<file path="src/rtl/shift_issue.sv">
// shift_issue: sequencing stage around the datapath's combinational 32-bit shifter.
// Accepts a shift/rotate request, drives the shifter from latched operands, registers
// the (possibly overridden) result plus flags and hands it downstream.
// Optional feature macro: SHIFT_CARRY_EN builds the out_carry (last bit shifted out) path;
// without it out_carry is tied to 0.
module shift_issue #(
    parameter int DATA_W = 32,
    parameter int AMT_W  = 8
) (
    input  logic              clk,
    input  logic              reset_n,
    input  logic              in_valid,
    output logic              in_ready,
    input  logic [DATA_W-1:0] in_data,
    input  logic [AMT_W-1:0]  in_amt,
    input  logic [2:0]        in_op,
    output logic [DATA_W-1:0] sh_in,
    output logic [AMT_W-1:0]  sh_amt,
    output logic              sh_right,
    output logic              sh_rotate,
    output logic              sh_arith,
    input  logic [DATA_W-1:0] sh_out,
    output logic              out_valid,
    input  logic              out_ready,
    output logic [DATA_W-1:0] out_data,
    output logic              out_zero,
    output logic              out_neg,
    output logic              out_err,
    output logic              out_carry
);

    localparam logic [2:0] OP_SHR  = 3'd0;
    localparam logic [2:0] OP_SHRA = 3'd1;
    localparam logic [2:0] OP_SHL  = 3'd2;
    localparam logic [2:0] OP_ROR  = 3'd3;
    localparam logic [2:0] OP_ROL  = 3'd4;

    typedef enum logic [1:0] {IDLE, EXEC, DONE} state_t;

    state_t              state_q, state_d;
    logic                rdy_q;
    logic [DATA_W-1:0]   data_q;
    logic [AMT_W-1:0]    amt_q;
    logic [2:0]          op_q;
    logic [DATA_W-1:0]   res_q, res_d;
    logic                zero_q, neg_q, err_q;
    logic                accept, active, legal, is_rot, big;
    logic [4:0]          eff_amt;

    // rdy_q keeps in_ready low while reset is held and for the release cycle
    assign in_ready = rdy_q & ((state_q == IDLE) | ((state_q == DONE) & out_ready));
    assign accept   = in_valid & in_ready;
    assign active   = (state_q != IDLE);

    // Decode of the latched request; shifts by >=32 bypass the shifter entirely
    assign legal   = (op_q <= OP_ROL);
    assign is_rot  = (op_q == OP_ROR) | (op_q == OP_ROL);
    assign big     = legal & ~is_rot & (amt_q[AMT_W-1:5] != '0);
    assign eff_amt = (!legal || big) ? 5'd0 : amt_q[4:0];

    assign sh_in     = active ? data_q : '0;
    assign sh_amt    = active ? {{(AMT_W-5){1'b0}}, eff_amt} : '0;
    assign sh_right  = active & legal & ((op_q == OP_SHR) | (op_q == OP_SHRA) | (op_q == OP_ROR));
    assign sh_rotate = active & legal & is_rot;
    assign sh_arith  = active & (op_q == OP_SHRA);

    assign out_valid = (state_q == DONE);
    assign out_data  = res_q;
    assign out_zero  = zero_q;
    assign out_neg   = neg_q;
    assign out_err   = err_q;

    // Final result: illegal or zero-amount requests pass the operand through
    always_comb begin
        res_d = sh_out;
        if (!legal)
            res_d = data_q;
        else if (big)
            res_d = (op_q == OP_SHRA) ? {DATA_W{data_q[DATA_W-1]}} : '0;
        else if (eff_amt == 5'd0)
            res_d = data_q;
    end

    // Next-state logic for the IDLE/EXEC/DONE sequencer
    always_comb begin
        state_d = state_q;
        case (state_q)
            IDLE:    if (accept) state_d = EXEC;
            EXEC:    state_d = DONE;
            DONE:    if (out_ready) state_d = accept ? EXEC : IDLE;
            default: state_d = IDLE;
        endcase
    end

    // State register
    always_ff @(posedge clk or negedge reset_n) begin
        if (!reset_n) state_q <= IDLE;
        else          state_q <= state_d;
    end

    // Input readiness only comes up one clock after reset release
    always_ff @(posedge clk or negedge reset_n) begin
        if (!reset_n) rdy_q <= 1'b0;
        else          rdy_q <= 1'b1;
    end

    // Operand latch on an accepted request
    always_ff @(posedge clk or negedge reset_n) begin
        if (!reset_n) begin
            data_q <= '0;
            amt_q  <= '0;
            op_q   <= '0;
        end else if (accept) begin
            data_q <= in_data;
            amt_q  <= in_amt;
            op_q   <= in_op;
        end
    end

    // Result and flags captured at the end of EXEC; error clears on the next accept
    always_ff @(posedge clk or negedge reset_n) begin
        if (!reset_n) begin
            res_q  <= '0;
            zero_q <= 1'b0;
            neg_q  <= 1'b0;
            err_q  <= 1'b0;
        end else if (state_q == EXEC) begin
            res_q  <= res_d;
            zero_q <= (res_d == '0);
            neg_q  <= res_d[DATA_W-1];
            err_q  <= ~legal;
        end else if (accept) begin
            err_q  <= 1'b0;
        end
    end

`ifdef SHIFT_CARRY_EN
    logic                carry_q, carry_d;
    logic [4:0]          amt_m1;
    logic [DATA_W-1:0]   shl_t, shr_t;

    assign amt_m1 = eff_amt - 5'd1;
    assign shl_t  = data_q << amt_m1;
    assign shr_t  = data_q >> amt_m1;

    // Last bit shifted out; nothing leaves on a zero amount or illegal opcode
    always_comb begin
        carry_d = 1'b0;
        if (legal && (big || eff_amt != 5'd0)) begin
            case (op_q)
                OP_SHL:  carry_d = big ? 1'b0 : shl_t[DATA_W-1];
                OP_SHR:  carry_d = big ? 1'b0 : shr_t[0];
                OP_SHRA: carry_d = big ? data_q[DATA_W-1] : shr_t[0];
                OP_ROR:  carry_d = res_d[DATA_W-1];
                OP_ROL:  carry_d = res_d[0];
                default: carry_d = 1'b0;
            endcase
        end
    end

    // Carry register travels with the result
    always_ff @(posedge clk or negedge reset_n) begin
        if (!reset_n)               carry_q <= 1'b0;
        else if (state_q == EXEC)   carry_q <= carry_d;
    end

    assign out_carry = carry_q;
`else
    assign out_carry = 1'b0;
`endif

endmodule
</file>
<file path="config.mk">
export PLATFORM = sky130hd
export DESIGN_NAME = shift_issue
export DESIGN_NICKNAME = d
export VERILOG_FILES = /design/src/rtl/shift_issue.sv
export SDC_FILE = /design/constraint.sdc
export NUM_CORES = 1
export LEC_CHECK = 0
export BUFFER_PORTS_ARGS = -buffer_cell sky130_fd_sc_hd__buf_2
export CORE_MARGIN = 2
export CORE_UTILIZATION = 53
export DETAILED_ROUTE_END_ITERATION = 8
export PLACE_DENSITY = 0.95
export SLEW_MARGIN = 30
export SYNTH_ARGS = -nofsm -noshare
export SYNTH_HDL_FRONTEND = slang
export SYNTH_SLANG_ARGS = --single-unit
</file>
<file path="constraint.sdc">
create_clock -name clk -period 5.4 [get_ports clk]
set_clock_uncertainty 0.15 [all_clocks]
set_input_delay 1.08 -clock clk [delete_from_list [all_inputs] [get_ports clk]]
set_output_delay 1.08 -clock clk [all_outputs]
set_load 0.005 [all_outputs]
</file>
* Yosys cells after proc, flatten, opt, wreduce, memory -nomap -nowiden
Cells that the tools add are included.
Word-level totals: flip-flop bits (word level) 81, input bits 79, output and inout bits 81, logic and storage cells 55
Operators by class: reduce and logical (&&, ||, !) cells 10, multiplexer cells 13, order comparisons 1, equality and inequality tests 7, bitwise operators 15
Operators by type and width (number):
- $mux W32 | 5
- $logic_not A32 Y1 | 1
- $mux W5 | 2
- $and A1 B1 Y1 | 9
- $pmux W2 S3 | 1
- $logic_not A5 Y1 | 1
- $mux W2 | 2
- $or A1 B1 Y1 | 4
- $reduce_bool A2 Y1 | 2
- $eq A3 B1 Y1 const B | 1
- $eq A3 B2 Y1 const B | 1
- $eq A3 B3 Y1 const B | 1
- $le A3 B3 Y1 const B | 1
- $logic_not A3 Y1 | 1
- $mux W1 | 3
- $reduce_bool A3 Y1 | 1
- $eq A2 B1 Y1 const B | 1
- $eq A2 B2 Y1 const B | 1
- $logic_not A2 Y1 | 1
- $ne A2 B1 Y1 const B | 1
- $ne A2 B2 Y1 const B | 1
- $not A1 Y1 | 2
- $reduce_and A2 Y1 | 1
- $logic_not A1 Y1 | 1
- $logic_or A1 B1 Y1 | 1

* Longest topological paths before layout
Gate-level depths: netlist (run 1).
word-level depth 12, gate-level depth with buffers 6, gate-level depth less buffers 5

* Worst setup path after synthesis (run 1)
OpenSTA, ideal clock, no wires.
path type input port to output port, start in out_ready, end out in_ready, slack 2.776 ns, required time 4.170 ns, stages 2, buffers on the path 0, data arrival time 1.394 ns, cells stage by stage nand2b_1 -> and3b_1
On the way: longest elaborated chain between the ends 3
RTL lines:
- start, declared | RTL line 24 | input logic out_ready,
- $and A1 B1 Y1 | RTL line 51 | assign in_ready = rdy_q & ((state_q == IDLE) | ((state_q == DONE) & out_ready));
- $or A1 B1 Y1 | RTL line 51
- $and A1 B1 Y1 | RTL line 51
- end, declared | RTL line 13 | output logic in_ready,
Every way passes these cells.

* Worst setup path in the final report (run 1)
start reg state_q[0], end out sh_amt[1]
On the way: longest elaborated chain between the ends 2
RTL lines:
- start, declared | RTL line 40 | state_t state_q, state_d;
- start signal, assigned | RTL line 98 | else state_q <= state_d;
- $reduce_bool A2 Y1 | RTL line 53 | assign active = (state_q != IDLE);
- $mux W5 | RTL line 62 | assign sh_amt = active ? {{(AMT_W-5){1'b0}}, eff_amt} : '0;
- end, declared | RTL line 18 | output logic [AMT_W-1:0] sh_amt,
Every way passes these cells.

==> results of run 1 <==
-- flip-flops by register name, summed over array words and instances (netlist names) --
| register | count |
|---|---|
| out_zero | 1 |
| data_q | 32 |
| op_q | 3 |
| out_err | 1 |
| amt_q | 8 |
| out_data | 31 |
| state_q | 2 |
| rdy_q | 1 |
| out_neg | 1 |
-- metal layers --
metal / vias up / routed length [um] / GRT usage [%]
li1: 1521 / - / -
met1: 1657 / 4430 / 35.50
met2: 136 / 5223 / 42.22
met3: 27 / 675 / 5.394
met4: 0 / 272 / 11.24
met5: - / 0 / 0
-- area by class of cell --
type	instances	area [sq um]	share of cell area, %
sequential	80	2002	39.25
multi-input combinational	238	1912	37.49
timing repair buffer	160	819.5	16.07
clock buffer	10	127.6	2.502
tap	99	123.9	2.429
clock inverter	6	107.6	2.110
inverter	2	7.507	0.1472
-- report_power, final --
group	internal (W)	switching (W)
Combinational	0.000365	0.000382
Sequential	0.000773	0.000152
Clock	0.000306	0.000215
Total	0.00144	0.000749
-- cells by family after synthesis --
kind of cell    count (synthesis)
simple gates                  113
flops                          80
compound gates                 77
mux                            43
buf+inv                        26
other cells                     2
-- layout by cell type, fill, tap and decap left out, types with 3 or more instances in the layout --
cell type  count
o21ai_0        4
buf_2        154
bufinv_16      3
mux2_1        10
dfrtp_1       80
conb_1         5
and2_1         5
a21oi_2       30
nor2_1        37
clkbuf_8       9
nor2b_1       35
mux2_2        33
nand4_1        4
buf_4          5
a22oi_2       30
nor4_1        15
nor3_1         4
-- critical path: cells and delay by family, from the launching register on --
family        cells  cell delay, ns
simple gates      3            0.83
flops             1            0.44
buf+inv           2            0.49
-- path summary, 6_finish.rpt --
kind | startpoint | end | cells past startpoint
max | state_q[0] | sh_amt[1] | 5
min in group asynchronous | reset_n | data_q[12] | 1
max in group asynchronous | reset_n | out_neg | 1
max reg2reg | amt_q[0] | out_zero | 6
min | out_data[9] | out_data[9] | 2
min reg2reg | out_data[9] | out_data[9] | 2
-- per-stage QoR --
stage	std cells	cell area [sq um]
global placement	579	4856
global route	595	5100
finish	595	5100
floorplan	344	4049
CTS	595	5091
detailed placement	579	4856
==> metrics, run 1 <==
Crit Path Category=flip-flop to output port; HP Class=flip-flop to flip-flop; port bufs=155; Final ANT Viol Nets=0; deepest clock path buffer count=2; die height=91.28 um; die area=8332 sq um; Yosys warning count=0; Worst-Margin Slew=0.7177 ns; initial core utilization=55.08%; Setup Slack @ Placement=2.415 ns; worst endpoint required time=4.17 ns; Mapped Area=4038 sq um; CTS hold repair buffers=0; distinct cell type count after synthesis=36; worst-skew pair later-pin latency=0.34 ns; setup TNS=0 ns; Max Transition Viols Final=0; unrepaired setup endpoints after global routing=false; Static Leak=2.302 nW; maxcap violations=0; Vias/cell=5.615; CTS resizes=0; Initial DRT Pass Iterations=4; post-synthesis compound-gate area fraction=18.96%; Post-synth top cells=dfrtp_1, nor2_1, nor2b_1, mux2_2, a21oi_2; Synth area leader=dfrtp_1; #FFs+latches synth=80; Data arrival, critical path=2.11 ns; Adder-Cell Fraction of Synth Area=0%; max_slew headroom=52.15%; post-layout minimum cycle time=3.340 ns; gpl congestion=0.9396; Clock Pin Slew Worst Setup and Hold Paths=0.08 ns; most frequent cell after synthesis=dfrtp_1; multiplexer area fraction after synthesis=11.99%; routed len/inst=17.82 um; largest net degree at the start of global routing=81; Filler Cell Count=560; die width=91.28 um; R2R Setup Slk=2.91 ns; startpoint types=flip-flop; layout cells sized above 1=55.85%; vias=3341; CTS tree=built; row count=31; ys flop type=dfrtp_1; largest family of logic cells by synthesized area=compound AO/OA/AOI/OAI gates; I/O pins=160; iteration-0 DRC count of the detailed router=258; Crit path largest cell delay=0.51 ns; number of global-route vias before repair=3407; Final Core Density=69.57%; Critical-path top delay cell=nor2_2; first-pass GRT wire length=17340 um; setup bufs post-CTS=0; Power per Cell Area=429.9 nW/um^2; Synth Area in XOR/XNOR=0%; synthesized instance count=341; routed wire length=10600 um; DP Wirelength=7770 um; fin crit share=61.85%; drt drc=0; Pwr Total=0.002193 W; Post-synth ARST share=100.0%; Synth Area in Simple Gates=15.06%; status=finished clean; Final Hold Vio Count=0; VDD IR max=0.0002126 V; clk root buf=clkbuf_8; nets@finish=570; total track usage=26.53%; max frequency=299.4 MHz; cts bufs inserted=9; P&R area growth vs syn=26.31%; Final setup viols=0; top-area cell type share of the netlist area=49.58%; final hold slack=0.3521 ns; largest cells by area after synthesis=dfrtp_1, a22oi_2, mux2_2; sequential-to-total area share from yosys stat=49.58%; antenna cells=0; mean post-synth cell area=11.84 sq um; CORE AREA=7331 sq um; htree depth=3; total grt overflow=0; Clock Sinks=80; cell breakdown of the critical path=nor2_2 -> buf_4 -> nor2_1 -> and2_1 -> buf_2; EDFF count, synth=0; Worst Path Max Fanout=22; worst setup margin=2.060 ns; initial antenna violation count=0; Worst setup EP type=output port
Power figures use the tool's default switching activity.
==> run 2, diff against run 1 <==
CORE_UTILIZATION = 49   (was 53)
PLACE_DENSITY = 0.92   (was 0.95)
clock period = 3.2 ns   (was 5.4 ns; I/O delays follow)
==> run 2 against run 1 <==
Against the previous run: design area is 0.20% lower; clock-buffer cell count stayed put; sequential cell count stayed put; clock power is 42% higher; hold slack worse by 0.18 ns; global-route usage is 2.8 points lower; worst setup slack worse by 1.6 ns; critical path depth stayed put; register-to-register slack worse by 2.1 ns; sequential power is 69% higher.
==> metrics, run 2 (synthesized netlist as in run 1, its figures left out) <==
iteration-0 DRC count of the detailed router=177 (-31%); cell breakdown of the critical path=nor2b_1 -> a211oi_2 -> nor2_1 -> and2_1 -> buf_2; Worst-Margin Slew=0.7091 ns (-0.008638 ns); Final Hold Vio Count=0 (unchanged); status=finished clean; deepest clock path buffer count=2 (unchanged); row count=33 (+6.5%); unrepaired setup endpoints after global routing=false; gpl congestion=0.9419 (+0.24%); setup TNS=0 ns (unchanged); CTS resizes=0 (unchanged); setup bufs post-CTS=0 (unchanged); Initial DRT Pass Iterations=4 (unchanged); antenna cells=0 (unchanged); Critical-path top delay cell=a211oi_2; number of global-route vias before repair=3275 (-3.9%); die area=8982 sq um (+7.8%); Clock Sinks=80 (unchanged); commonest cells after routing, fill and taps aside=buf_2, dfrtp_1, nor2_1; VDD IR max=0.0003490 V (+64%); total grt overflow=0 (unchanged); maxcap violations=0 (unchanged); I/O pins=160 (unchanged); DP Wirelength=7902 um (+1.7%); drt drc=0 (unchanged); worst endpoint required time=2.41 ns (-1.76 ns); startpoint types=flip-flop; clk root buf=clkbuf_8; Static Leak=2.286 nW (-0.73%); die width=94.78 um (+3.8%); cts bufs inserted=9 (unchanged); Worst setup EP type=output port; Power per Cell Area=700.0 nW/um^2 (+63%); Final setup viols=0 (unchanged); Vias/cell=5.430 (-3.3%); htree depth=3 (unchanged); initial antenna violation count=0 (unchanged); largest net degree at the start of global routing=81 (unchanged); Clock Pin Slew Worst Setup and Hold Paths=0.08 ns (about the same); Placed Cells=587 (+1.4%); most common cell after layout, fill and taps aside=buf_2; P&R area growth vs syn=26.06%; layout cells sized above 1=56.14% (+0.29 points); max frequency=364.1 MHz; routed len/inst=17.30 um (-2.9%); Max Transition Viols Final=0 (unchanged); worst-skew pair later-pin latency=0.34 ns (about the same); Crit Path Category=flip-flop to output port; CTS tree=built; die height=94.78 um (+3.8%); port bufs=155 (unchanged); max reg flops=32 (unchanged); total track usage=23.72% (-2.8 points); routed wire length=10420 um (-1.7%); vias=3269 (-2.2%); Worst Path Max Fanout=6 (-73%); first-pass GRT wire length=16210 um (-6.5%); HP Class=input port to async pin; CTS hold repair buffers=0 (unchanged); max_slew headroom=52.73% (+0.58 points); nets@finish=572 (+0.35%); post-layout minimum cycle time=2.747 ns; non-filler cells, final=602 (+1.2%); initial core utilization=49.89% (-5.2 points); Final Core Density=62.89% (-6.7 points); Crit path largest cell delay=0.52 ns (about the same); fin crit share=85.83%; CORE AREA=8093 sq um (+10%); Data arrival, critical path=1.96 ns (-0.15 ns); Final ANT Viol Nets=0 (unchanged); Biggest register=data_q
run 2: changes by cell type in the layout (fill, tap and decap cells not counted):
cell	change
clkinvlp_4	+2
clkbuf_1	-1
buf_12	+1
nand2_4	-1
buf_4	+1
clkinv_2	-1
nand2_2	+1
bufinv_16	-2
clkbuf_8	+1
run 2: final cells by class:
cell class / count / area, sq um
clock buffers: 10 / 137.6
clock inverters: 5 / 57.56
fillers: 702 / 3003
inverters: 2 / 7.507
multi-input cells: 238 / 1907
flip-flops and latches: 80 / 2002
well taps: 105 / 131.4
repair buffers: 162 / 847.1
run 2: worst max-delay path, delay by kind of cell (launching register included):
family          cells  cell delay [ns]
compound gates      1             0.52
flops               1             0.44
buf+inv             1             0.12
simple gates        3             0.55
run 2: report_power, final:
group	switching [W]	leakage [nW]	internal [W]
Combinational	0.000642	1.26	0.000621
Clock	0.000366	0.0904	0.000376
Sequential	0.000253	0.932	0.00130
run 2: routing by layer:
layer	up-vias	wire, um	global-route usage [%]
li1	1521	-	-
met1	1621	4302	31.70
met2	109	5410	38.53
met3	18	490	4.070
met4	0	212	9.541
met5	-	0	0
run 2: path summary, 6_finish.rpt:
check | start | endpoint | slack [ns] | depth (start not counted)
worst max-delay path | op_q[0] | sh_amt[0] | 0.45 | 5
worst min-delay path | reset_n | data_q[11] | 0.17 | 1
worst max register to register | amt_q[0] | out_zero | 0.84 | 6
worst min register to register | out_zero | out_zero | 0.36 | 1
max in group asynchronous | reset_n | data_q[19] | 2.24 | 1
min in group clk | in_data[26] | data_q[26] | 0.35 | 2
run 2: metrics by stage:
stage / cell area, sq um / power, W / worst slack [ns] / hold slack (ns)
after floorplan: 4049 / 0.002353 / 1.148 / 0.1944
after global placement: 4891 / 0.002799 / 0.8813 / 0.3162
after detailed placement: 4891 / 0.002854 / 0.8246 / 0.3291
after CTS: 5086 / 0.003592 / 0.4271 / 0.3420
after global routing: 5090 / 0.003793 / 0.3181 / 0.2284
final: 5090 / 0.003563 / 0.4533 / 0.1718
==> run 3, diff against run 2 <==
PLACE_DENSITY = 0.87   (was 0.92)
==> run 3 against run 2 <==
Against the previous run: sequential share of layout area decreased by 0.15 points; sequential power about the same; clock power rose by 11%; design area is 0.39% higher; wire length shrank 0.20%; utilization grew 0.25 points; clock-buffer cell count rose by 2; worst setup slack worse by 0.014 ns; combinational power is essentially flat; hold slack got worse by 0.0019 ns.
==> metrics, run 3 (synthesized netlist as in run 1, its figures left out) <==
status=finished clean; port bufs=155 (unchanged); number of global-route vias before repair=3270 (-0.15%); first-pass GRT wire length=16210 um (unchanged); die area=8982 sq um (unchanged); max frequency=362.2 MHz (-0.51%); worst-skew pair later-pin latency=0.34 ns (about the same); CORE AREA=8093 sq um (unchanged); Static Leak=2.307 nW (+0.93%); met1 usage=31.87% (+0.17 points); Worst setup EP type=output port; Pwr Total=0.003647 W (+2.4%); setup TNS=0 ns (unchanged); Vias/cell=5.484 (+0.99%); layout cells sized above 1=56.02% (-0.11 points); iteration-0 DRC count of the detailed router=132 (-25%); Max Transition Viols Final=0 (unchanged); die height=94.78 um (unchanged); RR Endpoint=out_zero; Final Hold Vio Count=0 (unchanged); RR Startpoint=op_q[2]; CTS tree=built; Crit Path Category=flip-flop to output port; antenna cells=0 (unchanged); Worst-Margin Slew=0.7150 ns (+0.005903 ns); vias=3307 (+1.2%); R2R Setup Slk=1.00 ns (+0.16 ns); I/O pins=160 (unchanged); Data arrival, critical path=1.97 ns (about the same); max reg flops=32 (unchanged); unrepaired setup endpoints after global routing=false; VDD IR max=0.0004797 V (+37%); fin crit share=86.27% (+0.44 points); clk root buf=clkbuf_8; post-layout minimum cycle time=2.761 ns (+0.01409 ns); Biggest register=data_q; CTS hold repair buffers=0 (unchanged); maxcap violations=0 (unchanged); deepest clock path buffer count=2 (unchanged); setup bufs post-CTS=0 (unchanged); die width=94.78 um (unchanged); gpl congestion=0.9029 (-4.1%); Final setup viols=0 (unchanged); worst endpoint required time=2.41 ns (about the same); most common cell after layout, fill and taps aside=buf_2; drt drc=0 (unchanged); DP Wirelength=7891 um (-0.13%); nets@finish=573 (+0.17%); met2 Use GR=38.65% (+0.12 points); startpoint types=flip-flop; Final ANT Viol Nets=0 (unchanged); cts bufs inserted=9 (unchanged); Initial DRT Pass Iterations=4 (unchanged); htree depth=3 (unchanged); Top Usage Layer GRT=met2; initial core utilization=49.89% (unchanged); total grt overflow=0 (unchanged); R2R depth=6 (unchanged); commonest cells after routing, fill and taps aside=buf_2, dfrtp_1, nor2_1; largest net degree at the start of global routing=81 (unchanged); initial antenna violation count=0 (unchanged); routed len/inst=17.24 um (-0.37%); Clock Pin Slew Worst Setup and Hold Paths=0.08 ns (about the same); met3 Use GR=3.591% (-0.48 points); P&R area growth vs syn=26.56%; Worst Path Max Fanout=7 (+1); routed wire length=10400 um (-0.20%); Power per Cell Area=713.7 nW/um^2 (+2.0%); HP Class=input port to async pin; Clock Sinks=80 (unchanged); CTS resizes=0 (unchanged); total track usage=23.61% (-0.11 points); row count=33 (unchanged); Filler Cell Count=696 (-0.85%); max_slew headroom=52.34% (-0.39 points)
run 3: cell count changes in the layout (fill, tap and decap cells not counted), sizes merged:
cell and change:
bufinv +1, buf +1, clkbuf +2, clkinvlp -3
run 3: area by class of cell:
class	instances	area [sq um]	area share, %
clock buffers	12	155.1	3.036
clock inverters	3	65.06	1.273
inverters	2	7.507	0.1469
multi-input cells	238	1907	37.32
flip-flops and latches	80	2002	39.18
well taps	105	131.4	2.571
repair buffers	163	842.1	16.48
run 3: where the power goes:
| part | switching [W] | total (W) | internal (W) | leakage [nW] |
|---|---|---|---|---|
| combinational | 0.000637 | 0.00126 | 0.000623 | 1.26 |
| clock | 0.000348 | 0.000825 | 0.000477 | 0.112 |
| sequential | 0.000256 | 0.00156 | 0.00131 | 0.932 |
run 3: worst max-delay path, cell delays in order, from the launching register on:
cell,delay [ns]
dfrtp_1,0.45
nor3b_2,0.20
a211oi_2,0.49
nor2_1,0.18
and2_1,0.20
buf_2,0.12
run 3: worst max-delay path by stage:
stage | start | end | slack [ns] | depth (start not counted)
final | op_q[2] | sh_amt[3] | 0.44 | 5
after global routing | op_q[2] | sh_amt[2] | 0.32 | 5
after CTS | op_q[2] | sh_amt[3] | 0.42 | 5
after detailed placement | op_q[2] | sh_amt[3] | 0.82 | 5
after global placement | op_q[2] | sh_amt[1] | 0.89 | 5
after floorplan | op_q[2] | sh_amt[0] | 1.15 | 4
run 3: metal layers:
metal  routed length [um]  vias to the layer above  share of wire [%]
li1                     -                     1525                  -
met1                 4357                     1639                 42
met5                    0                        -                  0
met3                  462                       22                4.4
met2                 5345                      121                 51
met4                  229                        0                2.2
run 3: metrics by stage:
| step | area, sq um | util [%] | setup WS [ns] | hold WS [ns] | instances |
|---|---|---|---|---|---|
| 3_3_place_gp | 4886 | 60.37 | 0.8853 | 0.3121 | 588 |
| 5_1_grt | 5110 | 63.14 | 0.3235 | 0.2139 | 603 |
| 6_report | 5110 | 63.14 | 0.4392 | 0.1700 | 603 |
| 3_5_place_dp | 4890 | 60.42 | 0.8236 | 0.3329 | 588 |
| 2_1_floorplan | 4049 | - | 1.148 | 0.1944 | 344 |
| 4_1_cts | 5110 | 63.14 | 0.4195 | 0.2004 | 603 |
